`config.mk`:
```
export PLATFORM = sky130hd
export DESIGN_NAME = single_wire_io_sequencer
export DESIGN_NICKNAME = d
export VERILOG_FILES = /design/src/rtl/single_wire_io_sequencer.sv
export SDC_FILE = /design/constraint.sdc
export NUM_CORES = 1
export LEC_CHECK = 0
export CAP_MARGIN = 30
export CORE_MARGIN = 2
export CORE_UTILIZATION = 30
export CTS_CLUSTER_DIAMETER = 60
export DETAILED_ROUTE_END_ITERATION = 8
export GPL_TIMING_DRIVEN = 0
export SYNTH_ARGS = -nofsm -noshare
export SYNTH_HDL_FRONTEND = slang
export SYNTH_SLANG_ARGS = --single-unit
```
`constraint.sdc`:
```
create_clock -name CLK -period 3.65 [get_ports CLK]
set_input_delay 0.365 -clock CLK [delete_from_list [all_inputs] [get_ports CLK]]
set_output_delay 0.365 -clock CLK [all_outputs]
set_load 0.005 [all_outputs]
```
`src/rtl/single_wire_io_sequencer.sv`:
```
`default_nettype none
// ============================================================================
// Module      : single_wire_io_sequencer
// Description : Bit-serial sequencer for one bidirectional pin. A write
//               drives WIDTH bits MSB first, checks each driven bit against
//               the synchronized pin, and then releases the bus for a
//               turnaround period. A read samples WIDTH bits from the pin
//               and returns them as a parallel word.
// Revision    : 1.0 - initial release
// ----------------------------------------------------------------------------
// Parameters
//   WIDTH        bits per transaction (1..32)
//   CLKS_PER_BIT clock cycles per bit period (3..255)
//   TURN_BITS    bit periods of released bus after a write (1..15)
// Ports
//   CLK        in   sole clock, rising edge
//   reset      in   asynchronous, active-high reset
//   req_valid  in   request present
//   req_ready  out  request can be accepted this cycle (IDLE only)
//   req_write  in   1 = write (drive pin), 0 = read (sample pin)
//   req_data   in   write payload, MSB sent first
//   rsp_valid  out  one-cycle pulse, read data available
//   rsp_data   out  read payload, first sampled bit in MSB
//   dout       out  pin output data (I/O cell D_OUT_0)
//   dout_en    out  pin output enable (I/O cell OUTPUT_ENABLE)
//   din        in   raw pin input (I/O cell D_IN_0), asynchronous to CLK
//   collision  out  one-cycle pulse, a driven bit was read back wrong
// ============================================================================
module single_wire_io_sequencer #(
   parameter int WIDTH        = 8,
   parameter int CLKS_PER_BIT = 4,
   parameter int TURN_BITS    = 1
) (
   input  logic             CLK,
   input  logic             reset,
   input  logic             req_valid,
   output logic             req_ready,
   input  logic             req_write,
   input  logic [WIDTH-1:0] req_data,
   output logic             rsp_valid,
   output logic [WIDTH-1:0] rsp_data,
   output logic             dout,
   output logic             dout_en,
   input  logic             din,
   output logic             collision
);

   // Counter widths cover the largest legal parameter values.
   localparam int CYC_W = 8;
   localparam int BIT_W = 6;

   localparam logic [CYC_W-1:0] LAST_CYC      = CYC_W'(CLKS_PER_BIT - 1);
   localparam logic [BIT_W-1:0] LAST_DATA_BIT = BIT_W'(WIDTH - 1);
   localparam logic [BIT_W-1:0] LAST_TURN_BIT = BIT_W'(TURN_BITS - 1);

   localparam logic [1:0] ST_IDLE   = 2'd0;
   localparam logic [1:0] ST_DRIVE  = 2'd1;
   localparam logic [1:0] ST_SAMPLE = 2'd2;
   localparam logic [1:0] ST_TURN   = 2'd3;

   logic [1:0]       state;
   logic [1:0]       state_next;
   logic             sync_meta;
   logic             din_s;
   logic [CYC_W-1:0] cyc_cnt;
   logic [BIT_W-1:0] bit_cnt;
   logic [WIDTH-1:0] shreg;
   logic [WIDTH-1:0] shift_in;
   logic             accept;
   logic             bit_end;
   logic             data_done;
   logic             turn_done;
   logic             mismatch;

   // ------------------------------------------------------------------------
   // Pin input synchronizer
   // ------------------------------------------------------------------------
   always_ff @(posedge CLK or posedge reset) begin
      if (reset) begin
         sync_meta <= 1'b0;
         din_s     <= 1'b0;
      end else begin
         sync_meta <= din;
         din_s     <= sync_meta;
      end
   end

   // ------------------------------------------------------------------------
   // Bit-timing decodes
   // ------------------------------------------------------------------------
   assign accept    = req_valid && req_ready;
   assign bit_end   = (cyc_cnt == LAST_CYC);
   assign data_done = bit_end && (bit_cnt == LAST_DATA_BIT);
   assign turn_done = bit_end && (bit_cnt == LAST_TURN_BIT);
   // The synchronizer lags the pin by two cycles; with at least three cycles
   // per bit the synchronized value reflects the current bit by its last cycle.
   assign mismatch  = bit_end && (din_s != shreg[WIDTH-1]);

   // Shift register value with the synchronized pin appended at the LSB.
   generate
      if (WIDTH == 1) begin : g_shift_narrow
         assign shift_in = din_s;
      end else begin : g_shift_wide
         assign shift_in = {shreg[WIDTH-2:0], din_s};
      end
   endgenerate

   // ------------------------------------------------------------------------
   // FSM: state register
   // ------------------------------------------------------------------------
   always_ff @(posedge CLK or posedge reset) begin
      if (reset) begin
         state <= ST_IDLE;
      end else begin
         state <= state_next;
      end
   end

   // ------------------------------------------------------------------------
   // FSM: next-state logic
   // ------------------------------------------------------------------------
   always_comb begin
      state_next = state;
      case (state)
         ST_IDLE: begin
            if (accept) begin
               state_next = req_write ? ST_DRIVE : ST_SAMPLE;
            end
         end
         ST_DRIVE: begin
            // A wrong read-back aborts the remaining bits straight into TURN.
            if (mismatch || data_done) begin
               state_next = ST_TURN;
            end
         end
         ST_SAMPLE: begin
            if (data_done) begin
               state_next = ST_IDLE;
            end
         end
         ST_TURN: begin
            if (turn_done) begin
               state_next = ST_IDLE;
            end
         end
         default: state_next = ST_IDLE;
      endcase
   end

   // ------------------------------------------------------------------------
   // FSM: outputs
   // ------------------------------------------------------------------------
   always_comb begin
      req_ready = 1'b0;
      dout_en   = 1'b0;
      dout      = 1'b0;
      collision = 1'b0;
      case (state)
         ST_IDLE: begin
            // Held low for the whole reset pulse, not only until the
            // asynchronous clear of the state register.
            req_ready = !reset;
         end
         ST_DRIVE: begin
            dout_en   = 1'b1;
            dout      = shreg[WIDTH-1];
            collision = mismatch;
         end
         default: begin
            req_ready = 1'b0;
         end
      endcase
   end

   // ------------------------------------------------------------------------
   // Bit and cycle counters: both restart whenever the state changes, so
   // every entry into DRIVE, SAMPLE or TURN begins at bit 0, cycle 0.
   // ------------------------------------------------------------------------
   always_ff @(posedge CLK or posedge reset) begin
      if (reset) begin
         cyc_cnt <= '0;
         bit_cnt <= '0;
      end else if (state_next != state) begin
         cyc_cnt <= '0;
         bit_cnt <= '0;
      end else if (state != ST_IDLE) begin
         if (bit_end) begin
            cyc_cnt <= '0;
            bit_cnt <= bit_cnt + 1'b1;
         end else begin
            cyc_cnt <= cyc_cnt + 1'b1;
         end
      end
   end

   // ------------------------------------------------------------------------
   // Shared shift register: loaded with the payload on a write, filled from
   // the pin on a read. Its MSB is always the bit currently on the wire.
   // ------------------------------------------------------------------------
   always_ff @(posedge CLK or posedge reset) begin
      if (reset) begin
         shreg <= '0;
      end else begin
         case (state)
            ST_IDLE: begin
               if (accept) begin
                  shreg <= req_data;
               end
            end
            ST_DRIVE: begin
               if (bit_end) begin
                  shreg <= shreg << 1;
               end
            end
            ST_SAMPLE: begin
               if (bit_end) begin
                  shreg <= shift_in;
               end
            end
            default: begin
               shreg <= shreg;
            end
         endcase
      end
   end

   // ------------------------------------------------------------------------
   // Read response: the final sample goes straight into rsp_data so the
   // word is complete in the first IDLE cycle, alongside the rsp_valid pulse.
   // ------------------------------------------------------------------------
   always_ff @(posedge CLK or posedge reset) begin
      if (reset) begin
         rsp_valid <= 1'b0;
         rsp_data  <= '0;
      end else begin
         rsp_valid <= (state == ST_SAMPLE) && data_done;
         if ((state == ST_SAMPLE) && data_done) begin
            rsp_data <= shift_in;
         end
      end
   end

endmodule
`default_nettype wire

```
# Word level (Yosys, flattened, before mapping)
# Cells that the tools add are included.
dict set report totals {
  ff_bits 35
  out_inout_bits 13
  inputBits 13
  word_cells 55
}
dict set report op_classes {
  eq_ne 10
  n_mux 20
  reduce_logical 15
  addsub 2
}
# operator n
set ops {}
lappend ops {{2-to-1 mux 8 bit} 6}
lappend ops {{case mux 8 bit (3 select lines)} 1}
lappend ops {{2-to-1 mux 6 bit} 3}
lappend ops {{2-to-1 mux 2 bit} 5}
lappend ops {{adder 8 x 1 -> 8 bit (second input constant)} 1}
lappend ops {{== test 8 x 2 -> 1 bit (second input constant)} 1}
lappend ops {{case mux 2 bit (4 select lines)} 1}
lappend ops {{adder 6 x 1 -> 6 bit (second input constant)} 1}
lappend ops {{== test 6 x 3 -> 1 bit (second input constant)} 1}
lappend ops {{zero test 6 bit} 1}
lappend ops {{!= test 2 bit (second input constant)} 3}
lappend ops {{nonzero test 2 bit} 3}
lappend ops {{logical AND 1 bit} 5}
lappend ops {{== test 2 bit (second input constant)} 2}
lappend ops {{2-to-1 mux 1 bit} 4}
lappend ops {{AND reduction 4 bit} 1}
lappend ops {{nonzero test 3 bit} 1}
lappend ops {{== test 2 x 1 -> 1 bit (second input constant)} 1}
lappend ops {{zero test 2 bit} 1}
lappend ops {{!= test 2 bit} 1}
lappend ops {{AND reduction 2 bit} 1}
lappend ops {{zero test 1 bit} 1}
lappend ops {{logical OR 1 bit} 1}
lappend ops {{!= test 1 bit} 1}

# Longest topological paths before layout
dict set report depth {
  depth_word 8
  ltp_mapped 9
  ltp_nobuf 7
}

# Least setup slack after synthesis
# Ideal clock, no wire load.
dict set report synth_path {
  path_type {register to register}
  from {register cyc_cnt[0]}
  to {register bit_cnt[1]}
  stages_incl_launch_ff 8
  n_path_buf 1
  path_slack_ps 1450
  t_required_ps 3531
  period_less_slack_ps 2200
  t_arrival_ps 2082
  setup_ps 119
  cell_sequence {dfrtp_1 ha_1 or3b_2 o41ai_1 a31oi_1 o211ai_2 buf_6 nor2_1}
}
dict set report synth_between {
  elab_chain_cells 8
  word_cells_on_any_way 14
  cone_classes {eq/ne (2); mux (5); reduce/logical (7)}
}
# item line
set synth_lines {}
lappend synth_lines {{from (decl)} 65} ;# logic [CYC_W-1:0] cyc_cnt;
lappend synth_lines {{from (signal assigned)} 191} ;# cyc_cnt <= cyc_cnt + 1'b1;
lappend synth_lines {{== test 8 x 2 -> 1 bit *} 92} ;# assign bit_end = (cyc_cnt == LAST_CYC);
lappend synth_lines {{logical AND 1 bit (on tied branches)} {97, 93}}
lappend synth_lines {{logical OR 1 bit} 132} ;# if (mismatch || data_done) begin
lappend synth_lines {{2-to-1 mux 2 bit} 132}
lappend synth_lines {{case mux 2 bit (4 select lines)} 124} ;# case (state)
lappend synth_lines {{!= test 2 bit} 183} ;# end else if (state_next != state) begin
lappend synth_lines {{nonzero test 2 bit (no source line)} -}
lappend synth_lines {{AND reduction 2 bit (no source line)} -}
lappend synth_lines {{to (signal assigned)} 189} ;# bit_cnt <= bit_cnt + 1'b1;
lappend synth_lines {{to (decl)} 66} ;# logic [BIT_W-1:0] bit_cnt;
# Every way passes the cells marked *; elsewhere a longest branch is shown, timed or not.
# A chain may end at the register's enable or synchronous reset.

# Worst setup path after layout
dict set report layout_path {
  from {register cyc_cnt[0]}
  to {output collision}
}
dict set report layout_between {
  elab_chain_cells 3
}
# item line
set layout_lines {}
lappend layout_lines {{== test 8 x 2 -> 1 bit} 92}
lappend layout_lines {{logical AND 1 bit} 97} ;# assign mismatch = bit_end && (din_s != shreg[WIDTH-1]);
lappend layout_lines {{2-to-1 mux 1 bit} 158} ;# case (state)
lappend layout_lines {{to (decl)} 45} ;# output logic collision
# No other way between the ends.

==> impl_metrics.tcl <==
set metrics [dict create \
    antenna_found_initial 0 \
    synth-simple-area-share 0.215 \
    min_from "sync_meta" \
    root_buffer "clkbuf_8" \
    hpwl_um 2660 \
    die_h_um 82.1 \
    cp_cell_sequence "ha_1, or3b_2, nor2_1, and3_1, clkdlybuf4s50_1" \
    grt_use_met3 0.0374 \
    clk_latency_ns 0.28 \
    drc 0 \
    drive_gt1_frac 0.130 \
    yosysTopAreaCell "dfrtp_1" \
    synth_warnings 0 \
    firstDrtPassIters 4 \
    clock_path_buffers 2 \
    postCtsHoldBufs 0 \
    synth.ff_latch_count 35 \
    clk_pin_slew_ns 0.07 \
    die_w_um 82.1 \
    slew_viol_final 0 \
    wire_per_inst_um 12.7 \
    io_buffer_count 25 \
    ys_seq_area_frac 0.479 \
    worstSetupPathType "register to primary output" \
    nets 235 \
    syn-instance-count 181 \
    synth_nets 202 \
    synth_top_area_frac 0.479 \
    slowest_stage "or3b_2" \
    grt_first_pass_wirelength_um 6270 \
    cts_resized 0 \
    p_leak_nw 1.03 \
    numCtsBuffers 5 \
    grt_max_degree 24 \
    drv_cap 0 \
    finalSetupTns_ns 0 \
    final_common_cell "dfrtp_1" \
    diodes 0 \
    grt_pass1_vias 1304 \
    power_density_nw_per_um2 624 \
    clkSinkCount 35 \
    r2r-start "cyc_cnt[0]" \
    synthFlopType "dfrtp_1" \
    rrSetupSlack_ns 1.13 \
    tightest_slew_ns 0.724 \
    skew_ns 0.00308 \
    ir_drop_mv 0.400 \
    coreArea_um2 5920 \
    dr.first_iter.drc_count 67 \
    r2r-end "cyc_cnt[5]" \
    fmax_mhz 362 \
    fin_crit_sh 0.756 \
    min_path_cells 0 \
    routed_wl_um 3670 \
    synth_area_leaders "dfrtp_1 (48%), ha_1 (5.5%), mux2_2 (4.9%), nand2_1 (3.9%), nor2_1 (3.9%)" \
    synth-xor-area-share 0.0479 \
    postSynthAreaPerCell_um2 10.1 \
    maxSlewHeadroom 0.513 \
    hold_viol 0 \
    synthAdderAreaFrac 0.0548 \
    crit_path_start_kind "register" \
    setup_violations 0 \
    layout_min_cycle_time_ns 2.76 \
    worst_slack_ns 0.890 \
    post-cts-setup-buffers 0 \
    slowest_delay_ns 0.52 \
    initial_utilization 0.309 \
    rr_worst_depth 7 \
    area_growth_pct 25.8 \
    min_path_type "register to register" \
    syn_area_um2 1830 \
    tritoncts "done" \
    status "completed" \
    use_met1 0.164 \
    synth_edf_count 0 \
    whs_endpoint "din_s" \
    cp.required_ns 3.28 \
    rsz0062_at_grt "no" \
    gp_congestion 0.823 \
    synth-compound-area-share 0.114 \
    busiest_layer "met2" \
    grt-ovfl-total 0 \
    worst-path-max-fanout 5 \
    end_kind "primary output" \
    synth.area.mux_share 0.0602 \
    ant_nets 0 \
    final_util 0.388 \
    ios 26 \
    htreeDepth 2 \
    cp_data_arrival_time_ns 2.40 \
    die_area_um2 6730 \
    track_usage 0.121 \
    dp_slack_ns 1.14 \
    synthArstFlopShare 1.00 \
    use_met2 0.184 \
    mostFrequentLayoutCells "dfrtp_1 (35), clkdlybuf4s50_1 (25), nor2_1 (19), nand2_1 (19), a21oi_1 (11)" \
    synth_top_family_by_area "simple AND/OR/NAND/NOR gates" \
    ys_types 40 \
    routed_via_density 4.75 \
    num_rows 28 \
    vias 1378 \
]
==> worst max path at each step <==
| stage | from | endpoint | cells past startpoint |
|---|---|---|---|
| after floorplan | cyc_cnt[0] | bit_cnt[1] | 7 |
| after global placement | cyc_cnt[0] | collision | 5 |
| final | cyc_cnt[0] | collision | 5 |
| after detailed placement | cyc_cnt[0] | bit_cnt[4] | 7 |
| after global routing | cyc_cnt[0] | collision | 5 |
| after CTS | cyc_cnt[0] | collision | 5 |
==> metal layers <==
layer	vias up	share of wire
met2	32	0.45
met3	5	0.052
li1	698	-
met5	-	0
met1	643	0.49
met4	0	0.013
==> worst max-delay path: cells and delay by family, from the launching register on <==
family | cells | cell delay [ns]
DFF | 1 | 0.39
and+or+nand+nor | 3 | 1.03
adders and majority gates | 1 | 0.17
buffers and inverters | 1 | 0.52
==> power breakdown <==
part	total (mW)	switching (mW)	internal (mW)
sequential	0.513	0.0619	0.451
combinational	0.610	0.350	0.260
clock	0.313	0.140	0.172
==> sequential cells by signal, indices dropped and copies added (netlist names) <==
name	cells
sync_meta	1
rsp_data	8
din_s	1
rsp_valid	1
bit_cnt	6
state	2
cyc_cnt	8
shreg	8
==> kinds of logic after synthesis <==
logic type	after synthesis
buffers and inverters	10
AOI/OAI and AO/OA	33
DFF	35
and+or+nand+nor	75
xor gates and xnor gates	10
adders and majority gates	8
muxes	10
==> synth_stat cells (2+ instances only) <==
cell type,number
a21oi_1,11
a31oi_1,2
and2_1,2
and3_1,3
buf_6,2
clkbuf_1,2
dfrtp_1,35
ha_1,8
inv_1,6
mux2_2,8
mux2i_1,2
nand2_1,19
nand2b_1,2
nand4_1,5
nor2_1,19
nor2b_1,10
o211ai_1,2
o21ai_0,10
o41ai_1,2
or3_1,3
xnor2_1,2
xor2_1,8
==> cell type report <==
| type | count | area, µm² |
|---|---|---|
| Buffer | 4 | 30.0 |
| Clock buffer | 8 | 100 |
| Sequential cell | 35 | 876 |
| Fill cell | 589 | 3620 |
| Inverter | 6 | 22.5 |
| Tap cell | 75 | 93.8 |
| Timing Repair Buffer | 26 | 278 |
| Multi-Input combinational cell | 136 | 900 |
==> through the flow <==
| stage | power, mW | hold slack, ns | instances | instance area (µm²) |
|---|---|---|---|---|
| 2_1_floorplan | 0.957 | 0.331 | 181 | 1830 |
| 3_3_place_gp | 1.12 | 0.337 | 281 | 2170 |
| 3_5_place_dp | 1.14 | 0.336 | 282 | 2200 |
| 4_1_cts | 1.45 | 0.353 | 290 | 2300 |
| 5_1_grt | 1.55 | 0.369 | 290 | 2300 |
| 6_report | 1.44 | 0.348 | 290 | 2300 |
No activity file was read; power rests on OpenSTA's default activity.
